--- src/rtl/ram_arb_pkg.sv ---
// Shared types and defaults for the RAM access arbiter slice.
package ram_arb_pkg;

    typedef enum logic [1:0] {
        IDLE  = 2'd0,
        ISSUE = 2'd1,
        WAIT  = 2'd2,
        RESP  = 2'd3
    } arbState_t;

    localparam int unsigned REQ_DECOMP = 0;
    localparam int unsigned REQ_FILE   = 1;
    localparam int unsigned REQ_HOST   = 2;

    localparam int unsigned DEF_ADDR_W  = 16;
    localparam int unsigned DEF_DATA_W  = 8;
    localparam int unsigned DEF_NREQ    = 3;
    localparam int unsigned DEF_TIMEOUT = 64;

    // Width of an index into n requesters; never zero so a lone requester still gets a bit.
    function automatic int unsigned ptrWidth(input int unsigned n);
        return (n > 1) ? $clog2(n) : 1;
    endfunction

endpackage

--- src/rtl/ram_access_arbiter_rr_select.sv ---
// Combinational round-robin picker: first active request at or after the pointer.
module rr_select
    import ram_arb_pkg::*;
#(
    parameter int unsigned NREQ  = DEF_NREQ,
    parameter int unsigned PTR_W = 2
) (
    input  logic [NREQ-1:0]  req,
    input  logic [PTR_W-1:0] ptr,
    output logic             valid,
    output logic [PTR_W-1:0] winner
);

    int unsigned idx;

    // Scan NREQ positions starting at ptr, wrapping at NREQ.
    always_comb begin
        valid  = 1'b0;
        winner = '0;
        idx    = 0;
        for (int unsigned i = 0; i < NREQ; i++) begin
            idx = (32'(ptr) + i) % NREQ;
            if (!valid && req[idx]) begin
                valid  = 1'b1;
                winner = PTR_W'(idx);
            end
        end
    end

endmodule

--- src/rtl/ram_access_arbiter.sv ---
// Shares the single DMA/RAM port between NREQ requesters, one transaction at a time.
module ram_access_arbiter
    import ram_arb_pkg::*;
#(
    parameter int unsigned ADDR_W  = DEF_ADDR_W,
    parameter int unsigned DATA_W  = DEF_DATA_W,
    parameter int unsigned NREQ    = DEF_NREQ,
    parameter int unsigned TIMEOUT = DEF_TIMEOUT
) (
    input  logic                     clk,
    input  logic                     RST,
    input  logic [NREQ-1:0]          req_i,
    input  logic [NREQ-1:0]          we_i,
    input  logic [NREQ*ADDR_W-1:0]   addr_i,
    input  logic [NREQ*DATA_W-1:0]   wdata_i,
    output logic [NREQ-1:0]          gnt_o,
    output logic [NREQ-1:0]          done_o,
    output logic                     err_o,
    output logic [DATA_W-1:0]        rdata_o,
    output logic [ADDR_W-1:0]        dma_addr_o,
    output logic [DATA_W-1:0]        dma_wdata_o,
    output logic                     dma_read_o,
    output logic                     dma_write_o,
    input  logic [DATA_W-1:0]        dma_rdata_i,
    input  logic                     dma_done_read_i,
    input  logic                     dma_done_write_i
);

    localparam int unsigned      PTR_W    = ptrWidth(NREQ);
    localparam int unsigned      CNT_W    = $clog2(TIMEOUT);
    localparam logic [CNT_W-1:0] CNT_LAST = CNT_W'(TIMEOUT - 1);
    localparam logic [PTR_W-1:0] PTR_LAST = PTR_W'(NREQ - 1);

    arbState_t         state;
    arbState_t         nextState;
    logic [PTR_W-1:0]  ptrQ;
    logic [PTR_W-1:0]  ownerQ;
    logic              weQ;
    logic [ADDR_W-1:0] addrQ;
    logic [DATA_W-1:0] wdataQ;
    logic [CNT_W-1:0]  cntQ;
    logic              errQ;
    logic [DATA_W-1:0] rdataQ;
    logic              selValid;
    logic [PTR_W-1:0]  selIdx;
    logic              matchDone;
    logic              timedOut;

    rr_select #(
        .NREQ  (NREQ),
        .PTR_W (PTR_W)
    ) uSelect (
        .req    (req_i),
        .ptr    (ptrQ),
        .valid  (selValid),
        .winner (selIdx)
    );

    // State register.
    always_ff @(posedge clk or negedge RST) begin
        if (!RST) begin
            state <= IDLE;
        end else begin
            state <= nextState;
        end
    end

    // Next-state logic; only the done strobe matching the latched op ends the wait.
    always_comb begin
        nextState = state;
        matchDone = weQ ? dma_done_write_i : dma_done_read_i;
        timedOut  = (cntQ == CNT_LAST);
        case (state)
            IDLE:    if (selValid) nextState = ISSUE;
            ISSUE:   nextState = WAIT;
            WAIT:    if (matchDone || timedOut) nextState = RESP;
            RESP:    nextState = IDLE;
            default: nextState = IDLE;
        endcase
    end

    // Transaction latches, wait counter, read data and round-robin pointer.
    always_ff @(posedge clk or negedge RST) begin
        if (!RST) begin
            ptrQ   <= '0;
            ownerQ <= '0;
            weQ    <= 1'b0;
            addrQ  <= '0;
            wdataQ <= '0;
            cntQ   <= '0;
            errQ   <= 1'b0;
            rdataQ <= '0;
        end else begin
            case (state)
                IDLE: begin
                    if (selValid) begin
                        ownerQ <= selIdx;
                        weQ    <= we_i[selIdx];
                        addrQ  <= addr_i[int'(selIdx)*ADDR_W +: ADDR_W];
                        wdataQ <= wdata_i[int'(selIdx)*DATA_W +: DATA_W];
                    end
                end
                ISSUE: begin
                    cntQ <= '0;
                end
                WAIT: begin
                    cntQ <= cntQ + 1'b1;
                    if (matchDone) begin
                        errQ <= 1'b0;
                        if (!weQ) rdataQ <= dma_rdata_i;
                    end else if (timedOut) begin
                        errQ   <= 1'b1;
                        rdataQ <= '0;
                    end
                end
                RESP: begin
                    ptrQ <= (ownerQ == PTR_LAST) ? '0 : ownerQ + PTR_W'(1);
                end
                default: ;
            endcase
        end
    end

    // Moore outputs decoded from the state and the latched transaction.
    always_comb begin
        gnt_o       = '0;
        done_o      = '0;
        err_o       = 1'b0;
        dma_read_o  = 1'b0;
        dma_write_o = 1'b0;
        dma_addr_o  = addrQ;
        dma_wdata_o = wdataQ;
        rdata_o     = rdataQ;
        if (state != IDLE) gnt_o[ownerQ] = 1'b1;
        if (state == RESP) begin
            done_o[ownerQ] = 1'b1;
            err_o          = errQ;
        end
        if (state == ISSUE || state == WAIT) begin
            dma_write_o = weQ;
            dma_read_o  = !weQ;
        end
    end

endmodule
--- config.mk ---
export PLATFORM = sky130hd
export DESIGN_NAME = ram_access_arbiter
export DESIGN_NICKNAME = d
export VERILOG_FILES = /design/src/rtl/ram_arb_pkg.sv /design/src/rtl/ram_access_arbiter_rr_select.sv /design/src/rtl/ram_access_arbiter.sv
export SDC_FILE = /design/constraint.sdc
export NUM_CORES = 1
export LEC_CHECK = 0
export ABC_AREA = 1
export CAP_MARGIN = 15
export CORE_MARGIN = 2
export CORE_UTILIZATION = 35
export CTS_CLUSTER_SIZE = 40
export DETAILED_ROUTE_END_ITERATION = 8
export PLACE_DENSITY = 0.66
export SLEW_MARGIN = 10
export SYNTH_ARGS = -nofsm -noshare
export SYNTH_HDL_FRONTEND = slang
export SYNTH_SLANG_ARGS = --single-unit
export TNS_END_PERCENT = 50
--- constraint.sdc ---
create_clock -name clk -period 3 [get_ports clk]
set_input_delay 0.9 -clock clk [delete_from_list [all_inputs] [get_ports clk]]
set_output_delay 0.9 -clock clk [all_outputs]
set_load 0.01 [all_outputs]
* After elaboration in Yosys (flattened, before gate mapping) *
Index checks and enable logic that the tools add are counted.
Widths: inputs -> output; s select.

operators by class
  add/subtract/negate cells = 4
  divide/modulo/power cells = 3
  $lt $le $gt $ge = 6
  equal/unequal tests = 8
  shift operators = 2
  mux-type cells = 32
  reductions and logical operators = 16

operators by type and width
  cell                   number
  $lt 32x3->1 const B    3
  $mod 32x2->32 const B  2
  $shiftx 48x7->16       1
  $mod 2x2->32 const B   1
  $mux 8                 3
  $shiftx 24x6->8        1
  $mux 1                 14
  $mux 2                 6
  $pmux 6 s2             1
  $bmux 1 s2             4
  $pmux 2 s4             1
  $add 6x1->6 const B    1
  $eq 2x2->1 const B     3
  $eq 6x6->1 const B     1
  $lt 2x3->1 const B     2
  $mux 3                 2
  $ne 2x2->1 const B     3
  $reduce_and 2->1       3
  $reduce_bool 2->1      3
  $add 2x1->3 const B    1
  $add 2x2->3 const B    1
  $logic_and 1x1->1      3
  $logic_not 1->1        3
  $reduce_and 3->1       1
  other kinds (6)        7

storage, ports and cells
  bits in registers = 46
  logic and storage cells = 80

* Longest topological paths before layout *
Gate-level depths: netlist of run 1.

  word-level depth = 12
  depth in mapped cells = 14
  gate-level depth less buffers = 14

* Cells and area by module *
A second synthesis of run 1 with hierarchy kept.

second synthesis, totals
  cell total of the unflattened synthesis = 361
  area total of the unflattened synthesis = 2864.0 um^2

modules (own cells, without submodules)
  module              instances  cells each  area an instance (um^2)  seq. area each (um^2)
  ram_access_arbiter  1          310         2623.8                   1151.1
  rr_select           1          51          240.2                    0.0

* Worst setup path before layout of run 1 *
No wires, ideal clock.

  path kind = input to register
  from = input req_i[2]
  to = register addrQ[0], in the netlist dma_addr_o[0]
  setup time = 122 ps
  arrival = 1875 ps
  data required time = 2878 ps
  setup slack = 1003 ps
  stages = 8
  path buffers = 1
  cell sequence = inv_1 > o21ai_1 > nand2_2 > a31oi_1 > nand2_4 > buf_6 > a21oi_1 > a21oi_2

between the ends
  cells in the longest elaborated chain, start to end = 10
  elaborated cells between the ends (all ways) = 18
  those cells by class = 1 x shift; 12 x mux; 5 x reduce/logical

RTL lines
  what                                                         RTL line                            text
  start: declaration                                           ram_access_arbiter.sv:12            input logic [NREQ-1:0] req_i,
  $bmux 1 s2                                                   ram_access_arbiter_rr_select.sv:23  if (!valid && req[idx]) begin
  $mux 1 (not written as such)                                 ram_access_arbiter_rr_select.sv:23
  $mux 1                                                       ram_access_arbiter_rr_select.sv:23
  $logic_not 1->1                                              ram_access_arbiter_rr_select.sv:23
  $logic_and 1x1->1                                            ram_access_arbiter_rr_select.sv:23
  $mux 1                                                       ram_access_arbiter_rr_select.sv:23
  $logic_not 1->1                                              ram_access_arbiter_rr_select.sv:23
  $logic_and 1x1->1                                            ram_access_arbiter_rr_select.sv:23
  $mux 2 / $mux 1 (equally long branches)                      ram_access_arbiter_rr_select.sv:23
  $shiftx 48x7->16 / $reduce_and 2->1 (equally long branches)  --
  end signal: assignment                                       ram_access_arbiter.sv:99            addrQ <= addr_i[int'(selIdx)*ADDR_W +: ADDR_W];
  end: declaration                                             ram_access_arbiter.sv:39            logic [ADDR_W-1:0] addrQ;

Parallel ways exist; a longest one is shown, timed or not. The select of a mux whose other input is x is not followed.
A chain may end at the register's enable or synchronous reset.

* Worst setup path after layout of run 1 *
  from = register state[1]
  to = output dma_read_o

between the ends
  cells in the longest elaborated chain, start to end = 3
  elaborated cells between the ends (all ways) = 4
  those cells by class = 2 x eq/ne; 1 x mux; 1 x reduce/logical

RTL lines
  what                                             RTL line                   text
  start: declaration                               ram_access_arbiter.sv:34   arbState_t state;
  start signal: assignment                         ram_access_arbiter.sv:64   state <= nextState;
  $eq 2x1->1 / $eq 2x2->1 (equally long branches)  ram_access_arbiter.sv:139  if (state == ISSUE || state == WAIT) begin
  $logic_or 1x1->1 *                               ram_access_arbiter.sv:139
  $mux 1 *                                         ram_access_arbiter.sv:139
  end: declaration                                 ram_access_arbiter.sv:22   output logic dma_read_o,

Every way passes the cells marked *; elsewhere a longest branch is shown, timed or not.

==> key figures, run 1 <==
Min path
  • Min-delay src: cntQ[0]$_DFFE_PN0N_
  • Worst hold path type: register to register
  • Hold path depth: 1

Logic synthesis
  • Post-Syn Nets: 498
  • Synth cell types: 28
  • Async set or reset register ratio after synthesis: 1.00
  • Synth Register Bits: 46
  • Complex-gate fraction of the synthesized area: 0.172
  • Synth Flop Type: dfrtp_1
  • Post-synth top area share: 0.392
  • Synth warn: 0
  • Post-Syn Area: 0.00294 mm²
  • Syn Area/Cell: 7.34 µm²
  • Adder-Cell Fraction of Synth Area: 0.0341
  • Post-Synth Simple-Gate Area: 0.265
  • Post-Synth XOR/XNOR Area: 0
  • Dominant cell type by area after synthesis: dfrtp_1
  • Top cells by instance count after synthesis: 76 x inv_1, 62 x nand3_1, 58 x nand2_1
  • Synth Instances: 400
  • Cell with the most instances after synthesis: inv_1
  • Sequential fraction of the synthesis area: 0.392
  • Post-synthesis mux area share: 0
  • Synth area leaders: dfrtp_1 39%, nand3_1 11%, inv_1 9.7%
  • Post-synth EDFFs: 0
  • Largest family of logic cells by synthesized area: simple AND/OR/NAND/NOR gates

GRT
  • GRT overflow: 0
  • Number of antenna violations at the first check in global routing: 0
  • Number of global-route vias before repair: 3018
  • GRT Util Overall: 0.186
  • Pin count of the biggest net entering global routing: 28
  • First-pass GRT wire length: 13.4 mm

Routing
  • Drt first pass iters: 5
  • Residual DRC: 0
  • ANT nets after route: 0
  • Initial DRC Count: 107
  • Vias: 3046
  • Via density: 4.80
  • Final WL: 8.27 mm
  • DR WL/cell: 13.0 µm

Job
  • Max-cap violations: 0

Place
  • Final Wtd Congestion: 0.817
  • Post-DP HPWL: 6.30 mm
  • Placed insts: 626
  • Port-buffer cells: 130
  • Dpl cell area: 0.00430 mm²

Clock network
  • Root buffer cell: clkbuf_8
  • Worst-Skew Late Latency: 300 ps
  • CTS tree: built
  • CTS clock-pin slew for the worst setup and hold paths: 80 ps
  • Cts hold-fix bufs: 0
  • Clk buf depth: 2
  • Clock H-tree levels: 2
  • Post CTS Setup Buffer Count: 0
  • Sink Count: 46
  • Resized cells post-CTS: 0
  • CTS buffer count: 5

Cells and area
  • Layout cells sized above 1: 0.0888
  • Antenna cells: 0
  • Fin area: 0.00444 mm²
  • P&R area growth vs syn: 51.3%
  • Final Core Density: 0.543
  • Layout Cells excl Fill: 634
  • Fin nets: 626

Floorplan
  • Core ar.: 0.00818 mm²
  • DIE AREA: 0.00914 mm²
  • Initial core utilization: 0.359
  • Die H: 95.6 µm
  • I/O pins: 131
  • Die width: 95.6 µm
  • Row count: 33

Power
  • PD cells: 1050 mW/mm²
  • Reg power frac: 0.237
  • Switch share: 0.461
  • Switch Pwr: 0.00215 W
  • P_int: 0.00252 W
  • Clock power frac: 0.118
  • Power Total: 0.00467 W
  • Static leakage: 2.09 nW
  • Combinational fraction of design power: 0.645
  • Max rail drop VDD: 0.000462 V

STA
  • Max Clock Freq: 0.348 GHz
  • Clock Skews: 6.51 ps
  • Unrepaired setup endpoints after global routing: no
  • Worst-Margin Slew: 604 ps
  • Final hold violations: 0
  • Fin crit share: 0.958
  • Slew Limit Fails: 0
  • Setup_tns: 0 ps
  • Final setup viols: 0
  • Period minus WS final: 2870 ps
  • Slew headroom: 0.596

Worst setup path
  • Setup crit start: state[1]$_DFFE_PN0P_
  • CP cell instances: inv_1 > ha_1 > inv_1 > nor2_1 > clkdlybuf4s50_1
  • Required time worst endpoint: 2100 ps
  • CP max-delay cell: clkdlybuf4s50_1
  • Max stage delay on crit path: 550 ps
  • Crit Path Class: register to output port
  • CP endpoint kind: output port
  • CP Launch Type: register
  • CP arrival: 1970 ps
  • Reg2reg start: ptrQ[0]$_DFFE_PN0P_
  • CP max FO: 7
  • R2r worst-path depth: 13
  • Most used cell, CP: inv_1

Run status
  • Status: finished clean
## path summary, 6_finish.rpt
kind,end,slack (ps)
max reg2reg,dma_wdata_o[6]$_DFFE_PN0P_,690
max,dma_read_o,130
max in group asynchronous,cntQ[0]$_DFFE_PN0N_,1740
min reg2reg,cntQ[0]$_DFFE_PN0N_,510
min,cntQ[0]$_DFFE_PN0N_,510
min in group asynchronous,ptrQ[1]$_DFFE_PN0P_,540
## cell type report
class                           instances  area [µm²]
Clock inverter                          3        68.8
Tap cell                              105         131
Multi-Input combinational cell        260        1390
Sequential cell                        46        1150
Inverter                               80         303
Timing Repair Buffer                  135        1330
Fill cell                             799        3730
Clock buffer                            5        68.8
## critical path: cells and delay by family (launching register included)
kind | cells | cell delay, ps
flip-flops | 1 | 400
adder cells (fa/ha/maj) | 1 | 390
buffers and inverters | 3 | 750
AND/OR/NAND/NOR | 1 | 140
## per-layer routing
| metal | up-vias | GRT usage | part of all wire |
|---|---|---|---|
| li1 | 1534 | - | - |
| met3 | 11 | 0.0498 | 0.076 |
| met4 | 0 | 0.0571 | 0.017 |
| met2 | 117 | 0.322 | 0.49 |
| met5 | - | 0 | 0 |
| met1 | 1384 | 0.224 | 0.41 |
## power groups by stage
| stage | registers, W | clock network [W] | logic (W) |
|---|---|---|---|
| 2_1_floorplan | 0.00118 | 0 | 0.00194 |
| 3_3_place_gp | 0.00111 | 0 | 0.00297 |
| 3_5_place_dp | 0.00112 | 0 | 0.00303 |
| 4_1_cts | 0.00111 | 0.000563 | 0.00303 |
| 5_1_grt | 0.00115 | 0.000593 | 0.00338 |
| 6_report | 0.00111 | 0.000551 | 0.00301 |
## metrics by stage
step,worst slack [ps],hold slack [ps]
after global routing,0.295,537
final,125,508
after floorplan,1000,472
after global placement,164,492
after CTS,127,511
after detailed placement,107,499
## sequential cells by signal (all words and copies together), names as in the netlist
signal / count
cntQ: 6
dma_addr_o: 16
dma_wdata_o: 8
errQ: 1
ownerQ: 2
ptrQ: 2
rdata_o: 8
state: 2
weQ: 1
## layout by cell type, fill, tap and decap left out, drive strengths merged, types with 6 or more instances in the layout
cell	n
buf	6
o21ai	24
inv	80
nor3	9
nand2	64
nand3	63
clkdlybuf4s50	129
nor2	30
dfrtp	46
ha	8
a21oi	52
## cells by family after synthesis
group	count (synthesis)
AND/OR/NAND/NOR	169
buffers and inverters	94
AO/OA/AOI/OAI	83
flip-flops	46
adder cells (fa/ha/maj)	8
Power figures use the tool's default switching activity.
==> inputs of run 2 (changes only) <==
--- a/config.mk
+++ b/config.mk
@@ -9,6 +9,7 @@
 export CAP_MARGIN = 15
 export CORE_MARGIN = 2
 export CORE_UTILIZATION = 35
+export CTS_CLUSTER_DIAMETER = 80
 export CTS_CLUSTER_SIZE = 40
 export DETAILED_ROUTE_END_ITERATION = 8
 export PLACE_DENSITY = 0.66
==> results of run 2 <==
The final DEF is identical to that of run 1; final timing and power are the same.
